`src/rtl/fetch_queue.sv`:
```
// Instruction-fetch front end: owns the PC, issues word fetches to imem and
// buffers in-order responses with their PCs for the decode stage.
module fetch_queue #(
    parameter int                AWIDTH   = 32,
    parameter int                DWIDTH   = 32,
    parameter logic [AWIDTH-1:0] BASEADDR = 32'h0100_0000,
    parameter int                DEPTH    = 2
) (
    input  logic              clk,
    input  logic              rst_n,
    output logic              imem_req_valid_o,
    input  logic              imem_req_ready_i,
    output logic [AWIDTH-1:0] imem_req_addr_o,
    input  logic              imem_rsp_valid_i,
    input  logic [DWIDTH-1:0] imem_rsp_data_i,
    input  logic              redirect_i,
    input  logic [AWIDTH-1:0] redirect_pc_i,
    output logic              dec_valid_o,
    input  logic              dec_ready_i,
    output logic [AWIDTH-1:0] dec_pc_o,
    output logic [DWIDTH-1:0] dec_insn_o
);

    localparam int                PW      = $clog2(DEPTH);
    localparam int                CW      = $clog2(DEPTH + 1);
    localparam logic [CW:0]       DEPTH_W = (CW + 1)'(DEPTH);
    localparam logic [AWIDTH-1:0] PC_STEP = AWIDTH'(4);

    logic [AWIDTH-1:0] req_pc_q, req_pc_d;
    logic [AWIDTH-1:0] rsp_pc_q, rsp_pc_d;
    logic [PW-1:0]     head_q, head_d;
    logic [PW-1:0]     tail_q, tail_d;
    logic [CW-1:0]     count_q, count_d;
    logic [CW-1:0]     outst_q, outst_d;
    logic [CW-1:0]     drop_q, drop_d;
    logic              started_q;
    logic [AWIDTH-1:0] dec_pc_q, dec_pc_d;
    logic [DWIDTH-1:0] dec_insn_q, dec_insn_d;
    logic [AWIDTH-1:0] mem_pc_q   [DEPTH];
    logic [DWIDTH-1:0] mem_insn_q [DEPTH];

    logic [CW:0]       credit_s;
    logic              req_valid_s;
    logic              req_fire_s;
    logic              pop_s;
    logic              enq_s;
    logic [CW-1:0]     count_mid_s;

    // Handshake decode and next-state for PC, queue and in-flight accounting
    always_comb begin
        credit_s    = {1'b0, outst_q} + {1'b0, count_q};
        req_valid_s = started_q && !redirect_i && (credit_s < DEPTH_W);
        req_fire_s  = req_valid_s && imem_req_ready_i;
        pop_s       = (count_q != '0) && dec_ready_i;
        enq_s       = imem_rsp_valid_i && (drop_q == '0) && !redirect_i;
        count_mid_s = count_q - CW'(pop_s);

        req_pc_d   = req_pc_q;
        rsp_pc_d   = rsp_pc_q;
        head_d     = head_q;
        tail_d     = tail_q;
        count_d    = count_q;
        outst_d    = outst_q;
        drop_d     = drop_q;
        dec_pc_d   = dec_pc_q;
        dec_insn_d = dec_insn_q;

        if (redirect_i) begin
            // Every request still in flight after this edge belongs to the old stream.
            req_pc_d = {redirect_pc_i[AWIDTH-1:2], 2'b00};
            rsp_pc_d = {redirect_pc_i[AWIDTH-1:2], 2'b00};
            head_d   = '0;
            tail_d   = '0;
            count_d  = '0;
            outst_d  = outst_q - CW'(imem_rsp_valid_i);
            drop_d   = outst_q - CW'(imem_rsp_valid_i);
        end else begin
            if (req_fire_s) begin
                req_pc_d = req_pc_q + PC_STEP;
            end else begin
                req_pc_d = req_pc_q;
            end
            outst_d = outst_q + CW'(req_fire_s) - CW'(imem_rsp_valid_i);
            if (imem_rsp_valid_i && (drop_q != '0)) begin
                drop_d = drop_q - CW'(1'b1);
            end else begin
                drop_d = drop_q;
            end
            if (enq_s) begin
                rsp_pc_d = rsp_pc_q + PC_STEP;
                tail_d   = tail_q + PW'(1'b1);
            end else begin
                rsp_pc_d = rsp_pc_q;
                tail_d   = tail_q;
            end
            head_d  = head_q + PW'(pop_s);
            count_d = count_mid_s + CW'(enq_s);
            // Head register follows the next head; an empty queue keeps the last popped entry.
            if (count_d != '0) begin
                if (count_mid_s == '0) begin
                    dec_pc_d   = rsp_pc_q;
                    dec_insn_d = imem_rsp_data_i;
                end else begin
                    dec_pc_d   = mem_pc_q[head_d];
                    dec_insn_d = mem_insn_q[head_d];
                end
            end else begin
                dec_pc_d   = dec_pc_q;
                dec_insn_d = dec_insn_q;
            end
        end
    end

    // State registers, queue storage and registered decode head
    always_ff @(posedge clk or negedge rst_n) begin
        if (!rst_n) begin
            req_pc_q   <= BASEADDR;
            rsp_pc_q   <= BASEADDR;
            head_q     <= '0;
            tail_q     <= '0;
            count_q    <= '0;
            outst_q    <= '0;
            drop_q     <= '0;
            started_q  <= 1'b0;
            dec_pc_q   <= '0;
            dec_insn_q <= '0;
            for (int i = 0; i < DEPTH; i++) begin
                mem_pc_q[i]   <= '0;
                mem_insn_q[i] <= '0;
            end
        end else begin
            req_pc_q   <= req_pc_d;
            rsp_pc_q   <= rsp_pc_d;
            head_q     <= head_d;
            tail_q     <= tail_d;
            count_q    <= count_d;
            outst_q    <= outst_d;
            drop_q     <= drop_d;
            started_q  <= 1'b1;
            dec_pc_q   <= dec_pc_d;
            dec_insn_q <= dec_insn_d;
            if (enq_s) begin
                mem_pc_q[tail_q]   <= rsp_pc_q;
                mem_insn_q[tail_q] <= imem_rsp_data_i;
            end
        end
    end

    assign imem_req_valid_o = req_valid_s;
    assign imem_req_addr_o  = req_pc_q;
    assign dec_valid_o      = (count_q != '0);
    assign dec_pc_o         = dec_pc_q;
    assign dec_insn_o       = dec_insn_q;

    a_outst_bound: assert property (@(posedge clk) disable iff (!rst_n)
        int'(outst_q) <= DEPTH);
    a_count_bound: assert property (@(posedge clk) disable iff (!rst_n)
        int'(count_q) <= DEPTH);
    a_drop_bound: assert property (@(posedge clk) disable iff (!rst_n)
        drop_q <= outst_q);
    a_rsp_expected: assert property (@(posedge clk) disable iff (!rst_n)
        imem_rsp_valid_i |-> (outst_q != '0));

endmodule

```
`config.mk`:
```
export PLATFORM = sky130hd
export DESIGN_NAME = fetch_queue
export DESIGN_NICKNAME = d
export VERILOG_FILES = /design/src/rtl/fetch_queue.sv
export SDC_FILE = /design/constraint.sdc
export NUM_CORES = 1
export LEC_CHECK = 0
export CAP_MARGIN = 5
export CORE_MARGIN = 2
export CORE_UTILIZATION = 55
export CTS_CLUSTER_SIZE = 14
export DETAILED_ROUTE_END_ITERATION = 7
export PLACE_DENSITY = 0.82
export SYNTH_ARGS = -nofsm -noshare
export SYNTH_HDL_FRONTEND = slang
export SYNTH_SLANG_ARGS = --single-unit
```
`constraint.sdc`:
```
create_clock -name clk -period 3.1 [get_ports clk]
set_input_delay 0.465 -clock clk [delete_from_list [all_inputs] [get_ports clk]]
set_output_delay 0.465 -clock clk [all_outputs]
set_load 0.01 [all_outputs]
```
# Word level (Yosys, flattened, before mapping)
# Index checks and enable logic that the tools add are counted.
# word_totals
register_bits	265
in_bits	70
out_inout_bits	98
elab_cells	73
# classes
n_addsub	11
magnitude_cmp	4
n_mux	23
n_bitwise	3
reduce_logical	18
# ops
operator	n
32-bit two-way mux	13
64-bit bitwise mux	2
32-bit by 3-bit adder with 32-bit output, second input constant	2
32-bit demux with 1-bit select	1
2-bit nonzero test	6
1-bit logical AND	8
2-bit two-way mux	4
2-bit by 1-bit subtractor with 2-bit output	3
2-bit by 1-bit adder with 2-bit output	2
2-bit greater-or-equal comparator, second input constant	2
2-bit logical NOT	2
1-bit NOT with 2-bit output	2
2-bit by 2-bit adder with 3-bit output	1
3-bit by 2-bit less-than comparator with 1-bit output, second input constant	1
1-bit two-way mux	3
2-bit by 1-bit less-than comparator with 1-bit output, second input constant	1
2-bit AND reduction	1
2-bit by 1-bit subtractor with 2-bit output, second input constant	1
1-bit adder	1
1-bit adder, second input constant	1
1-bit logical NOT	1
1-bit NOT	1

# Depth between registers and ports, before layout
# Gate-level depths: netlist of the first run.
# depth
ltp_word	8
mapped_depth	14
mapped_depth_nobuf	12

# Worst setup path after synthesis of the first run
# No wires, ideal clock.
# synth_timing
path_type	flip-flop to flip-flop
from	register count_q[0]
to	register outst_q[1]
arrival_time_ns	2.802
required_time_ns	3.021
path_slack_ns	0.218
path_stages_with_launch	15
n_path_buf	2
period_less_slack_ns	2.882
path_cell_list	dfrtp_1 -> inv_1 -> nor2_1 -> fa_1 -> nor4b_4 -> and2_1 -> inv_1 -> buf_2 -> buf_1 -> ha_1 -> inv_1 -> ha_1 -> xnor2_1 -> o21ai_0 -> xor2_1
# synth_between
elab_chain_len	7
# synth_lines
item	line_no	source
from (decl)	33	logic [CW-1:0] count_q, count_d;
from (signal assigned)	136	count_q <= count_d;
2-bit by 2-bit adder with 3-bit output	51	credit_s = {1'b0, outst_q} + {1'b0, count_q};
3-bit by 2-bit less-than comparator with 1-bit output	52	req_valid_s = started_q && !redirect_i && (credit_s < DEPTH_W);
1-bit logical AND	52	
via imem_req_valid_o	11	output logic imem_req_valid_o,
1-bit logical AND	53	req_fire_s = req_valid_s && imem_req_ready_i;
2-bit by 1-bit adder with 2-bit output	83	outst_d = outst_q + CW'(req_fire_s) - CW'(imem_rsp_valid_i);
2-bit by 1-bit subtractor with 2-bit output	83	
2-bit two-way mux	68	if (redirect_i) begin
via outst_d[1]	34	logic [CW-1:0] outst_q, outst_d;
to (signal assigned)	137	outst_q <= outst_d;
to (decl)	34	
# The timed path passes the listed nets, and every way through them passes these cells.
# A chain may end at the register's enable or synchronous reset.

# Worst setup path in the final report of the first run
# layout_timing
from	register count_q[0]
to	register req_pc_q[16] (netlist: imem_req_addr_o[16])
# layout_between
elab_chain_len	5
# layout_lines
item	line_no	source
2-bit by 2-bit adder with 3-bit output	51	
3-bit by 2-bit less-than comparator with 1-bit output	52	
1-bit logical AND	52	
1-bit logical AND	53	
2-bit nonzero test (no line)	-	
to (signal assigned)	132	req_pc_q <= req_pc_d;
to (decl)	29	logic [AWIDTH-1:0] req_pc_q, req_pc_d;
# Every way passes these cells.

==> flow_summary.toml, run 1 <==
[setup_path]
cp.depth = 10
r2r_start = "count_q[0]"
cpMostUsedCell = "inv_1"
critPathLaunchType = "flop"
reg2regPathDepth = 10
critPathRequiredTime_ns = 3.52
critical_path_class = "reg2reg"
critPathArrivalTime_ns = 3.27
cp-end-kind = "flop"
crit_slowest_cell = "fa_1"
crit_fanout = 19
slowest_delay_ns = 0.48
reg2reg_slack_ns = 0.25
critPathBufInv = 3
crit_chain = "inv_1 > nor2_1 > fa_1 > nor4b_4 > and2_1 > inv_1 > buf_4 > nor4_1 > xor2_1 > mux2_2"
critPathTopFamily = "simple AND/OR/NAND/NOR gates"
r2r-end = "imem_req_addr_o[16]"

[cts]
cts_tree = "built"
numCtsBuffers = 28
clock_latency_ns = 0.54
cts_buffer_depth = 3
clkTransAtPathRegs_ns = 0.07
post_cts_buffers = 0
clock_sinks = 255
htreeDepth = 1
root_buffer = "clkbuf_16"

[power]
powerDensity_mw_per_mm2 = 916.4
power_uw = 13770
peakVddDrop_mv = 0.6152
p_leak_uw = 0.006126

[layout]
area_growth_pct = 24.94
drive_gt1_share_pct = 19.02
diodes = 0
layoutNonFillerInstCount = 1489
nets = 1268
fin_util_pct = 69.51
final_area_mm2 = 0.01503

[grt]
grt_use_total_pct = 25.76
grt_remaining_overflow = 0
grt_max_degree = 83
grt_pass1_vias = 9506
antenna_found_initial = 1
grt_pass1_wl_mm = 49.15

[yosys]
synthCells = 1046
yosysWarnings = 0
async_flop_share_pct = 100.0
syn_avg_cell_area_um2 = 11.50
yosysUniqueCellTypes = 56
synthFlopType = "dfrtp_1"
yosysSeqAreaShare_pct = 53.07
synth_commonest_cells = "dfrtp_1 (253), mux2_2 (134), o21ai_0 (93)"
yosysMostFrequentCell = "dfrtp_1"
synth_edf_count = 0
ys_ff_latch = 255
synth.area.top_cells = "dfrtp_1 (53%), mux2_2 (13%), o2bb2ai_1 (4.5%)"
synth_top_area_cell = "dfrtp_1"
synth_top_area_share_pct = 52.63
syn-cell-area_mm2 = 0.01203

[drt]
drt_first_pass_iters = 5
vias = 9156
ant_nets = 0
drt-vias-per-instance = 6.149
wl_per_cell_um = 20.02
drtIter0Drc = 504
drt_wl_total_mm = 29.81
drcViolationCount = 0

[sta]
fin_skew_ns = 0.01601
fmax_mhz = 350.6
slew_violations = 0
worst_pin_slew_ns = 0.6608
finalSetupViolations = 0
slew_headroom_pct = 55.95
fin_crit_ns = 2.852
hold_viol = 0
rsz0062_at_grt = "no"
finalCritPeriodShare_pct = 92.00
tns_ns = 0

[die]
start_util_pct = 55.64
core_mm2 = 0.02162
io_pins = 168
die_h_um = 151.9
dieArea_mm2 = 0.02307
die_x_um = 151.9
std_cell_rows = 54

[worst_hold_path]
hold_class = "in2reg"
hold_depth = 2
hold_start = "redirect_i"
hold_path_end = "tail_q"

[place]
place_inst = 1438
dp_hpwl_mm = 18.93
place_area_mm2 = 0.01404
portBuffers = 161
routabilityCongestion = 0.8960

[outcome]
status = "finished clean"

[flow_run]
drv_cap = 0
==> logic make-up (layout without fill, tap and decap cells) <==
logic type	after synthesis	in the layout	synth area share [%]
AOI/OAI and AO/OA	260	260	14.83
and+or+nand+nor	245	245	11.78
adders and majority gates	9	9	0.9986
muxes	135	135	12.63
buffers and inverters	93	253	3.204
DFF	255	255	53.07
xor gates and xnor gates	47	47	3.422
other	2	5	0.06243
==> metal layers <==
| metal | routed length (µm) | track usage, % |
|---|---|---|
| met5 | 10 | 0 |
| met4 | 761 | 8.678 |
| met3 | 2032 | 4.934 |
| met2 | 14110 | 41.63 |
| met1 | 12890 | 35.29 |
==> power breakdown <==
| group | internal, µW | switching, µW |
|---|---|---|
| Combinational | 2530 | 2460 |
| Sequential | 4530 | 764 |
| Clock | 2140 | 1340 |
| Total | 9210 | 4570 |
==> sequential cells by signal, summed over array words and instances (netlist names) <==
register and flops:
drop_q 2, count_q 2, head_q 1, mem_insn_q 64
imem_req_addr_o 30, started_q 1, outst_q 2, mem_pc_q 60
rsp_pc_q 30, dec_pc_o 30, dec_insn_o 32, tail_q 1
==> area by class of cell <==
type                    instances  area [µm²]
clock buffers                  41       850.8
clock inverters                 9       126.4
fillers                      1528        6591
inverters                      16       60.06
multi-input cells             701        5300
flip-flops and latches        255        6384
well taps                     280       350.3
repair buffers                187        1958
==> what timing repair did <==
action | 4_1_cts | 5_1_grt
endpoints found under the setup margin | 1 | 0
hold buffers | 1 | 0
hold endpoints to repair | 79 | 0
resized for setup | 1 | 0
==> cells in the final DEF (no fill, tap or decap), drive strengths merged, types with 17 or more instances in the layout <==
master         Yosys  routed
a211oi            63      63
buf               18      27
clkbuf            59      41
clkdlybuf4s50      0     158
dfrtp            253     253
inv               16      17
mux2             134     134
nand2             59      59
nand3             24      24
nand4             21      21
nor2              21      21
nor2b             63      63
o21ai             98      98
o2bb2ai           62      62
xnor2             29      29
xor2              18      18
==> metrics by stage <==
stage,setup WS (ns),hold slack [ns]
2_1_floorplan,0.2184,0.1694
3_5_place_dp,0.3270,0.4626
4_1_cts,0.2580,0.4161
6_report,0.2480,0.4498
5_1_grt,0.04791,0.4602
3_3_place_gp,0.3922,0.4535
==> worst max path at each step <==
stage	endpoint	slack, ns	startpoint
after floorplan	outst_q[1]	0.22	count_q[0]
after global placement	dec_pc_o[22]	0.39	imem_rsp_valid_i
after detailed placement	dec_insn_o[1]	0.33	imem_rsp_valid_i
after CTS	imem_req_addr_o[16]	0.26	count_q[0]
after global routing	imem_req_addr_o[16]	0.05	count_q[0]
final	imem_req_addr_o[16]	0.25	count_q[0]
(Power assumes the default switching activity.)
==> run 2: changes to the inputs <==
Clock period 3.1 ns to 2.7 ns, I/O delays scaled along.
==> flow_summary.toml, run 2 (synthesis gave the netlist of run 1 again) <==
[drt]
vias = 9086
drt_wl_total_mm = 29.98
wl_per_cell_um = 19.97
drt-vias-per-instance = 6.053
drtIter0Drc = 575
drt_first_pass_iters = 5
drcViolationCount = 0
ant_nets = 0

[power]
peakVddDrop_mv = 0.6789
power_uw = 15580
powerDensity_mw_per_mm2 = 1036
p_leak_uw = 0.006143

[die]
io_pins = 168
die_h_um = 151.9
start_util_pct = 55.64
std_cell_rows = 54
core_mm2 = 0.02162
dieArea_mm2 = 0.02307
die_x_um = 151.9

[layout]
regMostFlops = "mem_insn_q"
final_area_mm2 = 0.01504
nets = 1280
area_growth_pct = 25.03
multiInputGateArea_mm2 = 0.005320
diodes = 0
largest_reg_flops = 64
layout_common_cells = "dfrtp_1 (253), clkdlybuf4s50_1 (158), mux2_2 (134)"
nFillCells = 1574
drive_gt1_share_pct = 20.39
seq_area_mm2 = 0.006384
layout_commonest_cell = "dfrtp_1"

[place]
dp_hpwl_mm = 19.25
routabilityCongestion = 0.8717
portBuffers = 161
place_area_mm2 = 0.01413
place_worst_setup_slack_ns = 0.1240

[cts]
root_buffer = "clkbuf_16"
htreeDepth = 1
clock_sinks = 255
numCtsBuffers = 26
cts_buffer_depth = 3
clkTransAtPathRegs_ns = 0.06
cts_tree = "built"
clock_latency_ns = 0.53

[grt]
grt_max_degree = 95
grt_remaining_overflow = 0
antenna_found_initial = 1
grt_pass1_vias = 9417
grt_pass1_wl_mm = 49.34
grt_use_total_pct = 25.88

[setup_path]
slowest_delay_ns = 0.48
crit_slowest_cell = "fa_1"
cp-end-kind = "flop"
reg2reg_slack_ns = 0.13
critical_path_class = "reg2reg"
critPathBufInv = 3
cpMostUsedCell = "buf_4"
critPathTopFamily = "simple AND/OR/NAND/NOR gates"
critPathRequiredTime_ns = 3.07
critPathLaunchType = "flop"
crit_fanout = 11
critPathArrivalTime_ns = 2.94
crit_chain = "inv_2 > nor2_2 > fa_1 > nor4b_4 > and2_4 > buf_4 > buf_4 > nand3_1 > o211ai_1 > o311ai_0"

[sta]
fin_ws_ns = 0.1349
finalCritPeriodShare_pct = 95.00
finalSetupViolations = 0
hold_viol = 0
fin_crit_ns = 2.565
slew_headroom_pct = 42.53
fmax_mhz = 389.9
worst_pin_slew_ns = 0.8578
tns_ns = 0
fin_skew_ns = 0.01470
slew_violations = 0
rsz0062_at_grt = "no"

[worst_hold_path]
hold_class = "in2reg"

[outcome]
status = "finished clean"

[flow_run]
drv_cap = 0
[run 2: stage by stage]
step | hold WS [ns] | cells | utilization [%]
floorplan | 0.1094 | 1049 | -
global placement | 0.4538 | 1450 | 65.35
detailed placement | 0.4645 | 1450 | 65.35
CTS | 0.1971 | 1501 | 69.59
global route | 0.2138 | 1501 | 69.56
finish | 0.2092 | 1501 | 69.56
[run 2: final timing paths]
kind	endpoint	start	cells past startpoint
worst max-delay path	imem_req_addr_o[29]	outst_q[0]	10
worst min-delay path	head_q	redirect_i	2
worst max register to register	imem_req_addr_o[29]	outst_q[0]	10
worst min register to register	mem_pc_q[21]	mem_pc_q[21]	2
max in group asynchronous	imem_req_addr_o[24]	rst_n	3
min in group asynchronous	mem_insn_q[3]	rst_n	2
[run 2: metal layers]
layer  GRT usage, %  routed length (µm)  up-vias
met2          42.73               14470      340
met5              0                  12        -
li1               -                   -     4122
met1          35.79               12800     4573
met4          6.320                 552        2
met3          4.877                2141       49
[run 2: layout make-up]
class | instances | area share (%)
clock buffers | 36 | 4.983
clock inverters | 12 | 0.9401
inverters | 16 | 0.3993
multi-input cells | 701 | 35.37
flip-flops and latches | 255 | 42.45
well taps | 280 | 2.329
repair buffers | 201 | 13.53
[run 2: timing repair]
item                       in CTS  in global routing
hold buffers                    1                  0
resized for setup               3                  1
pin swaps                       2                  1
setup buffers                   2                  0
hold endpoints to repair       86                  0
setup endpoints to repair       1                  3
[run 2: where the power goes]
part	internal, µW	total [µW]	leakage (µW)	switching, µW
logic	2920	5780	0.00252	2870
registers	5200	6090	0.00319	890
clock network	2230	3710	0.000441	1480
total	10300	15600	0.00614	5240
[run 2: worst register-to-register path: stages (launching register included)]
cell,delay (ns)
dfrtp_1,0.39
inv_2,0.08
nor2_2,0.04
fa_1,0.48
nor4b_4,0.33
and2_4,0.22
buf_4,0.16
buf_4,0.19
nand3_1,0.15
o211ai_1,0.21
o311ai_0,0.17
==> run 3: changes to the inputs <==
Settings changed: SKIP_CTS_REPAIR_TIMING from default to 1.
==> flow_summary.toml, run 3 (synthesis gave the netlist of run 1 again) <==
[power]
p_leak_uw = 0.006163
peakVddDrop_mv = 0.6818
power_frac_clock_pct = 23.7
pwr-share-seq_pct = 39.0
combPwrFrac_pct = 37.3
p_int_uw = 10390
powerDensity_mw_per_mm2 = 1036
p_sw_uw = 5262
sw_frac_of_total_pct = 33.63

[outcome]
status = "finished clean"

[drt]
ant_nets = 0
wl_per_cell_um = 19.99
drt-vias-per-instance = 6.023
vias = 9053
drt_wl_total_mm = 30.05
drt_first_pass_iters = 5
drcViolationCount = 0
drtIter0Drc = 579

[setup_path]
r2r_start = "outst_q[0]"
crit_fanout = 2
worstSetupEndpoint = "imem_req_valid_o"
critPathArrivalTime_ns = 2.22
critPathLaunch = "outst_q[0]"
r2r-end = "imem_req_addr_o[29]"
critical_path_class = "reg2out"
critPathLaunchType = "flop"
critPathRequiredTime_ns = 2.30
reg2regPathDepth = 10
cp-end-kind = "output port"
reg2reg_slack_ns = 0.08

[die]
io_pins = 168
dieArea_mm2 = 0.02307
die_h_um = 151.9
die_x_um = 151.9
start_util_pct = 55.64
core_mm2 = 0.02162
std_cell_rows = 54

[cts]
cts_buffer_depth = 3
clock_latency_ns = 0.53
root_buffer = "clkbuf_16"
numCtsBuffers = 26
htreeDepth = 1
cts_tree = "built"
clkTransAtPathRegs_ns = 0.06
clock_sinks = 255

[sta]
slew_violations = 0
fin_crit_ns = 2.625
fmax_mhz = 380.9
finalCritPeriodShare_pct = 97.23
finalSetupViolations = 0
slew_headroom_pct = 42.92
rsz0062_at_grt = "yes"
holdWs_ns = 0.2110
hold_viol = 0
tns_ns = 0
worst_pin_slew_ns = 0.8520
fin_skew_ns = 0.01261

[grt]
grt_max_degree = 95
antenna_found_initial = 1
grt_pass1_vias = 9406
grt_remaining_overflow = 0
grt_pass1_wl_mm = 49.30
grt_use_total_pct = 25.86

[layout]
regMostFlops = "mem_insn_q"
diodes = 0
drive_gt1_share_pct = 20.85
nFillCells = 1567
fin_util_pct = 69.84
nets = 1282
largest_reg_flops = 64
layout_commonest_cell = "dfrtp_1"
layout_common_cells = "dfrtp_1 (253), clkdlybuf4s50_1 (158), mux2_2 (134)"
area_growth_pct = 25.54
layoutNonFillerInstCount = 1503

[place]
place_inst = 1450
routabilityCongestion = 0.8717
dp_hpwl_mm = 19.25
portBuffers = 161

[worst_hold_path]
hold_class = "in2reg"

[flow_run]
drv_cap = 0
## run 3: cell count changes in the layout (fill, tap and decap cells not counted), sizes merged
cell	change
buf	+2
## run 3: per-stage QoR
stage	power, µW	area [µm²]	setup slack (ns)
2_1_floorplan	9311	12070	0.01244
3_3_place_gp	11590	14130	0.1777
3_5_place_dp	11850	14130	0.1240
4_1_cts	15660	15020	-0.3010
5_1_grt	16520	15100	-0.02400
6_report	15650	15100	0.07468
## run 3: worst min-delay path by stage
stage,startpoint,to,slack [ns],cells after the start
after floorplan,rst_n,count_q[0],0.11,0
after global placement,mem_pc_q[26],mem_pc_q[26],0.45,2
after detailed placement,mem_pc_q[21],mem_pc_q[21],0.46,2
after CTS,rst_n,mem_insn_q[3],-0.09,1
after global routing,redirect_i,tail_q,0.21,2
final,redirect_i,head_q,0.21,2
## run 3: power groups by stage
stage               sequential (µW)  clock (µW)  combinational, µW
global placement               6050           0               5530
detailed placement             6120           0               5730
global route                   6270        3950               6300
floorplan                      6100           0               3210
CTS                            6090        3780               5790
finish                         6100        3710               5840
## run 3: layout make-up
| cell class | count | area, µm² | share of cell area, % |
|---|---|---|---|
| inverter | 16 | 65.06 | 0.4309 |
| clock inverter | 12 | 141.4 | 0.9363 |
| tap | 280 | 350.3 | 2.320 |
| timing repair buffer | 203 | 2059 | 13.64 |
| multi-input combinational | 701 | 5351 | 35.44 |
| clock buffer | 36 | 749.5 | 4.963 |
| sequential | 255 | 6384 | 42.27 |
## run 3: routing by layer
metal	global-route usage, %	routed length, µm
met3	4.906	2086
met5	0	12
met2	42.60	14490
met1	35.77	12910
met4	6.453	550
## run 3: critical path: stages, from the launching register on
cell and delay, ns:
dfrtp_1 0.39, inv_2 0.09, nor2_4 0.05, fa_1 0.52, nor4b_4 0.36, buf_4 0.19
buf_6 0.09
